[src/rtl/chacha_xor_stream.sv]
// ChaCha20 keystream XOR stage: one plaintext byte in, one ciphertext byte out per cycle.
// Fetches one 64-byte keystream block per 64 message bytes and drives the block counter.
module chacha_xor_stream #(
  parameter int DATA_SIZE   = 8,
  parameter int BLOCK_BYTES = 64,
  parameter int LEN_W       = 16
) (
  input  logic                            clk,
  input  logic                            rst,
  input  logic                            start,
  input  logic [LEN_W-1:0]                msg_len,
  input  logic [31:0]                     init_counter,
  output logic                            ks_req,
  output logic [31:0]                     ks_counter,
  input  logic                            ks_valid,
  input  logic [DATA_SIZE*BLOCK_BYTES-1:0] ks_block,
  input  logic                            pt_valid,
  input  logic [DATA_SIZE-1:0]            pt_data,
  output logic                            pt_ready,
  output logic                            ct_valid,
  output logic [DATA_SIZE-1:0]            ct_data,
  output logic                            ct_last,
  input  logic                            ct_ready,
  output logic                            busy,
  output logic                            done
);

  localparam int KS_W  = DATA_SIZE * BLOCK_BYTES;
  localparam int IDX_W = $clog2(BLOCK_BYTES);
  localparam logic [IDX_W-1:0] LAST_IDX = IDX_W'(BLOCK_BYTES - 1);

  typedef enum logic [2:0] {
    IDLE, WAIT_KS, XOR, DRAIN, DONE
  } state_e;

  state_e                 state_q, state_d;
  logic [LEN_W-1:0]       rem_q, rem_d;
  logic [IDX_W-1:0]       idx_q, idx_d;
  logic [31:0]            ctr_q, ctr_d;
  logic [KS_W-1:0]        ks_buf_q, ks_buf_d;
  logic                   ct_valid_q, ct_valid_d;
  logic                   ct_last_q, ct_last_d;
  logic [DATA_SIZE-1:0]   ct_data_q, ct_data_d;
  logic [DATA_SIZE-1:0]   ks_byte;
  logic                   accept;

  assign ks_byte = ks_buf_q[DATA_SIZE*idx_q +: DATA_SIZE];

  always_comb begin
    state_d    = state_q;
    rem_d      = rem_q;
    idx_d      = idx_q;
    ctr_d      = ctr_q;
    ks_buf_d   = ks_buf_q;
    ct_valid_d = ct_valid_q;
    ct_last_d  = ct_last_q;
    ct_data_d  = ct_data_q;
    pt_ready   = 1'b0;
    accept     = 1'b0;
    unique case (state_q)
      IDLE: begin
        if (start) begin
          rem_d   = msg_len;
          ctr_d   = init_counter;
          idx_d   = '0;
          state_d = (msg_len == '0) ? DONE : WAIT_KS;
        end
      end
      WAIT_KS: begin
        if (ks_valid) begin
          ks_buf_d = ks_block;
          state_d  = XOR;
        end
      end
      XOR: begin
        pt_ready = !ct_valid_q || ct_ready;
        if (pt_valid && pt_ready) begin
          accept = 1'b1;
          idx_d  = idx_q + IDX_W'(1);
          rem_d  = rem_q - LEN_W'(1);
          if (rem_q == LEN_W'(1)) begin
            state_d = DRAIN;
          end else if (idx_q == LAST_IDX) begin
            // Block exhausted with bytes still to go: fetch the next one.
            ctr_d   = ctr_q + 32'd1;
            idx_d   = '0;
            state_d = WAIT_KS;
          end
        end
      end
      DRAIN: begin
        if (ct_valid_q && ct_ready) state_d = DONE;
      end
      DONE: state_d = IDLE;
      default: state_d = IDLE;
    endcase
    if (accept) begin
      ct_valid_d = 1'b1;
      ct_data_d  = pt_data ^ ks_byte;
      ct_last_d  = (rem_q == LEN_W'(1));
    end else if (ct_ready) begin
      ct_valid_d = 1'b0;
    end
  end

  always_ff @(posedge clk or posedge rst) begin
    if (rst) begin
      state_q    <= IDLE;
      rem_q      <= '0;
      idx_q      <= '0;
      ctr_q      <= '0;
      ks_buf_q   <= '0;
      ct_valid_q <= 1'b0;
      ct_last_q  <= 1'b0;
      ct_data_q  <= '0;
    end else begin
      state_q    <= state_d;
      rem_q      <= rem_d;
      idx_q      <= idx_d;
      ctr_q      <= ctr_d;
      ks_buf_q   <= ks_buf_d;
      ct_valid_q <= ct_valid_d;
      ct_last_q  <= ct_last_d;
      ct_data_q  <= ct_data_d;
    end
  end

  assign ks_req     = (state_q == WAIT_KS);
  assign ks_counter = ctr_q;
  assign ct_valid   = ct_valid_q;
  assign ct_data    = ct_data_q;
  assign ct_last    = ct_last_q;
  assign busy       = (state_q != IDLE);
  assign done       = (state_q == DONE);

endmodule

[config.mk]
export PLATFORM = sky130hd
export DESIGN_NAME = chacha_xor_stream
export DESIGN_NICKNAME = d
export VERILOG_FILES = /design/src/rtl/chacha_xor_stream.sv
export SDC_FILE = /design/constraint.sdc
export NUM_CORES = 1
export LEC_CHECK = 0
export CORE_UTILIZATION = 46
export DETAILED_ROUTE_END_ITERATION = 10
export DONT_BUFFER_PORTS = 1
export MAX_ROUTING_LAYER = met4
export PLACE_DENSITY_LB_ADDON = 0.25
export SKIP_LAST_GASP = 1
export SYNTH_ARGS = -nofsm -noshare
export SYNTH_HDL_FRONTEND = slang
export SYNTH_SLANG_ARGS = --single-unit
[constraint.sdc]
create_clock -name clk -period 46 [get_ports clk]
set_clock_uncertainty 0.15 [all_clocks]
set_input_delay 9.2 -clock clk [delete_from_list [all_inputs] [get_ports clk]]
set_output_delay 9.2 -clock clk [all_outputs]
set_load 0.03 [all_outputs]
; Word level (Yosys, flattened, before mapping)
; Index checks and enable logic that the tools add are counted.
[classes]
n_addsub = 3
n_eq_ne = 13
n_shift = 1
mux = 26
bitwise = 1
reduce_logical = 13
[ops]
columns = op, count
row1 = variable part select 512 x 10 -> 8 bit, 1
row2 = two-way mux 32 bit, 4
row3 = case mux 32 bit (2 select lines), 1
row4 = adder 32 x 1 -> 32 bit (second input constant), 1
row5 = two-way mux 16 bit, 2
row6 = case mux 16 bit (2 select lines), 1
row7 = two-way mux 6 bit, 4
row8 = two-way mux 3 bit, 7
row9 = == test 16 x 1 -> 1 bit (second input constant), 1
row10 = zero test 16 bit, 1
row11 = subtractor 16 x 1 -> 16 bit (second input constant), 1
row12 = case mux 3 bit (4 select lines), 1
row13 = case mux 6 bit (2 select lines), 1
row14 = inequality test 2 bit (second input constant), 5
row15 = AND reduction 5 bit, 2
row16 = bitwise XOR 8 bit, 1
row17 = adder 6 x 1 -> 6 bit (second input constant), 1
row18 = == test 3 x 2 -> 1 bit (second input constant), 2
row19 = == test 6 bit (second input constant), 1
row20 = two-way mux 1 bit, 5
row21 = nonzero test 2 bit, 2
row22 = == test 3 x 1 -> 1 bit (second input constant), 1
row23 = == test 3 bit (second input constant), 1
row24 = zero test 3 bit, 1
row25 = 8 further kinds, 9
[totals]
register_bits = 579
output_inout_bits = 46
wordCells = 65

; Logic depth before layout (Yosys ltp)
[logic_depth]
word_depth = 6
mapped_depth = 10
depth_no_buf = 8

; Worst setup path after synthesis
; No wires, ideal clock.
[synth_timing]
kind = input -> output
from = input port ct_ready
to = output port pt_ready
t_arrival_ps = 9652
t_required_ps = 36650
slack_ps = 26998
stages = 2
path_buffers = 0
path_cell_list = nand2b_1 and3_1
[synth_between]
elab_chain_cells = 2
[synth_lines]
columns = item, line
row1 = start: declaration, 23  ; input logic ct_ready,
row2 = logical OR 1 bit, 76  ; pt_ready = !ct_valid_q || ct_ready;
row3 = two-way mux 1 bit, 60  ; unique case (state_q)
row4 = end: declaration, 19  ; output logic pt_ready,
; No other way between the ends.

; Worst setup path in the final report
; Same ends and word-level chain as after synthesis.

==> impl_metrics.toml <==
[logic_synthesis]
ys_seq_elements = 579
synth_top_cell_area_share = 0.536
ys_seq_area_frac = 0.536
synthFlopType = "dfrtp_1"
ys_types = 57
synth_edf_count = 0
yosysWarnings = 0
syn_inst = 1897
synth_async_sr_flop_share = 1.00
syn_nets = 2475
yosys.area.top_type = "dfrtp_1"
synthTopCellsByArea = "dfrtp_1, mux2_2, mux4_2"
syn_area_um2 = 27000
syn_area_per_cell_um2 = 14.2

[grt]
grt_pass1_wl_mm = 114
grt_pass1_vias = 17100
grt_max_degree = 176
overflow = 0
grt_usage = 0.267
antenna_found_initial = 46

[clocking]
cts_resized = 0
cts_made_buffers = 61
cts_sinks = 579
path_clk_slew_ns = 0.06
cts_setup_buffers = 0
cts_tree = "built"
h-tree-depth = 2
root_buffer = "clkbuf_16"
clockBufferDepth = 3
clock_latency_ns = 0.63
ctsHoldBuffers = 0

[floorplan]
fp.dieH_um = 244
die_area_um2 = 59700
initial_core_util = 0.467
num_rows = 88
io_pins = 620
core_area_um2 = 57800
die_x_um = 244

[worst_setup_path]
reg2reg_slack_ns = 40.52
startpoint_type = "input pin"
crit_path_end_kind = "output pin"
cp_slowest_stage_delay_ns = 0.36
cp_cell_sequence = "nand2b_1 -> and3_1"
crit_slowest_cell = "and3_1"
criticalPathCategory = "in2out"
cp.arrival_ns = 9.69
cp.required_ns = 36.65
cp_max_fo = 4
cp.buffers_inverters = 0
cpLargestDelayFamily = "simple AND/OR/NAND/NOR gates"

[cells_and_area]
layout.area.seq_um2 = 14500
fillers = 4876
syn_to_final_growth_pct = 10.1
multi_input_area_um2 = 11800
final_core_util = 0.514
final_nets = 2430
final_cell_mix = "dfrtp_1, mux2_2, mux4_2"
final_common_cell = "dfrtp_1"
layout-drive-gt1-share = 0.421
final_area_um2 = 29700

[timing]
fmax_mhz = 52.5
holdWs_ns = 0.351
fin_crit_ns = 19.04
slew-limit-headroom = 0.225
setup_violations = 0
timing.final.crit_share = 0.414
hold_viol = 0
tns_ns = 0
slew_violations = 0
rsz0062_at_grt = "false"
worstMarginPinSlew_ns = 1.16

[place]
io_buffers = 0
dpl-instance-area_um2 = 27600
dpl.hpwl_mm = 57.1
gp_congestion = 0.890

[routing]
via_count = 16200
drc_errors = 0
drtIter0Drc = 1089
vias_per_cell = 5.96
wl_per_cell_um = 28.6
first_pass_iters = 5
routed_wl_mm = 77.7
antenna_left = 0

[power_and_ir_drop]
vdd_drop_max_v = 0.0000541
cellPowerDensity_nw_per_um2 = 78.3
finalPower_w = 0.00233
power.leakage_nw = 11.7

[run_status]
status = "finished, final reports clean"

[worst_hold_path]
hp-class = "reg2reg"

[run]
maxCapViolations = 0
## sequential cells by signal, indices dropped and copies added (netlist names)
name,cells
ks_counter,32
ks_buf_q,512
ct_data,8
idx_q,6
ct_valid,1
state_q,3
ct_last,1
rem_q,16
## Yosys cell counts, types with 2 or more instances
| cell type | number |
|---|---|
| a21o_1 | 5 |
| a21oi_1 | 65 |
| a221o_1 | 15 |
| a221oi_1 | 25 |
| a22oi_1 | 12 |
| a2bb2oi_1 | 9 |
| a31oi_1 | 8 |
| a32oi_1 | 9 |
| and2_1 | 9 |
| and3_1 | 10 |
| and4_1 | 2 |
| buf_1 | 3 |
| buf_2 | 75 |
| buf_4 | 4 |
| buf_6 | 5 |
| clkbuf_1 | 44 |
| dfrtp_1 | 579 |
| ha_1 | 4 |
| inv_1 | 15 |
| mux2_2 | 563 |
| mux2i_1 | 31 |
| mux4_2 | 105 |
| nand2_1 | 67 |
| nand2b_1 | 11 |
| nand3_1 | 34 |
| nand4_1 | 7 |
| nor2_1 | 41 |
| nor2b_1 | 4 |
| nor3_1 | 14 |
| nor3b_1 | 4 |
| nor4_1 | 9 |
| o21a_1 | 2 |
| o21ai_0 | 39 |
| o21ai_1 | 8 |
| o221ai_1 | 2 |
| o22a_1 | 8 |
| o22ai_1 | 19 |
| o32ai_1 | 2 |
| or3_1 | 3 |
| or4_1 | 2 |
| xor2_1 | 8 |
## power breakdown
group	leakage [nW]	internal [W]	total, W	switching [W]
sequential	6.82	0.000769	0.000979	0.000209
clock	1.01	0.000297	0.000504	0.000208
combinational	3.88	0.000475	0.000844	0.000369
total	11.7	0.00154	0.00233	0.000786
## logic make-up after synthesis
| kind of cell | after synthesis | synth area share |
|---|---|---|
| buffers and inverters | 147 | 0.0258 |
| XOR/XNOR | 8 | 0.00259 |
| AO/OA/AOI/OAI | 238 | 0.0593 |
| AND/OR/NAND/NOR | 222 | 0.0402 |
| flip-flops | 579 | 0.536 |
| adder cells (fa/ha/maj) | 4 | 0.00185 |
| multiplexers | 699 | 0.334 |
## path summary, 6_finish.rpt
kind / from / end / cells past startpoint
min in group asynchronous: rst / ks_buf_q[124] / 1
max reg2reg: state_q[1] / ks_buf_q[473] / 6
min reg2reg: ks_buf_q[305] / ks_buf_q[305] / 1
max in group asynchronous: rst / ks_buf_q[394] / 4
max: ct_ready / pt_ready / 2
min: ks_buf_q[305] / ks_buf_q[305] / 1
## area by class of cell
cell class	count	area share
Multi-Input combinational cell	1171	0.398
Antenna cell	49	0.00412
Clock inverter	20	0.00867
Sequential cell	579	0.488
Tap cell	765	0.0322
Inverter	16	0.00227
Clock buffer	92	0.0603
Timing Repair Buffer	23	0.00665
## metrics by stage
step,worst slack (ns),cells
floorplan,20.45,1897
global placement,26.97,2554
detailed placement,26.96,2554
CTS,26.96,2666
global route,26.94,2710
finish,26.96,2715
## per-layer routing
layer | vias up | routed length [µm] | track usage | part of all wire
met5 | - | 0 | - | 0
met4 | 0 | 1720 | 0.0809 | 0.022
met3 | 99 | 6280 | 0.0798 | 0.081
met2 | 581 | 39000 | 0.426 | 0.50
met1 | 8382 | 30700 | 0.329 | 0.40
li1 | 7127 | - | - | -
(Power assumes the default switching activity.)
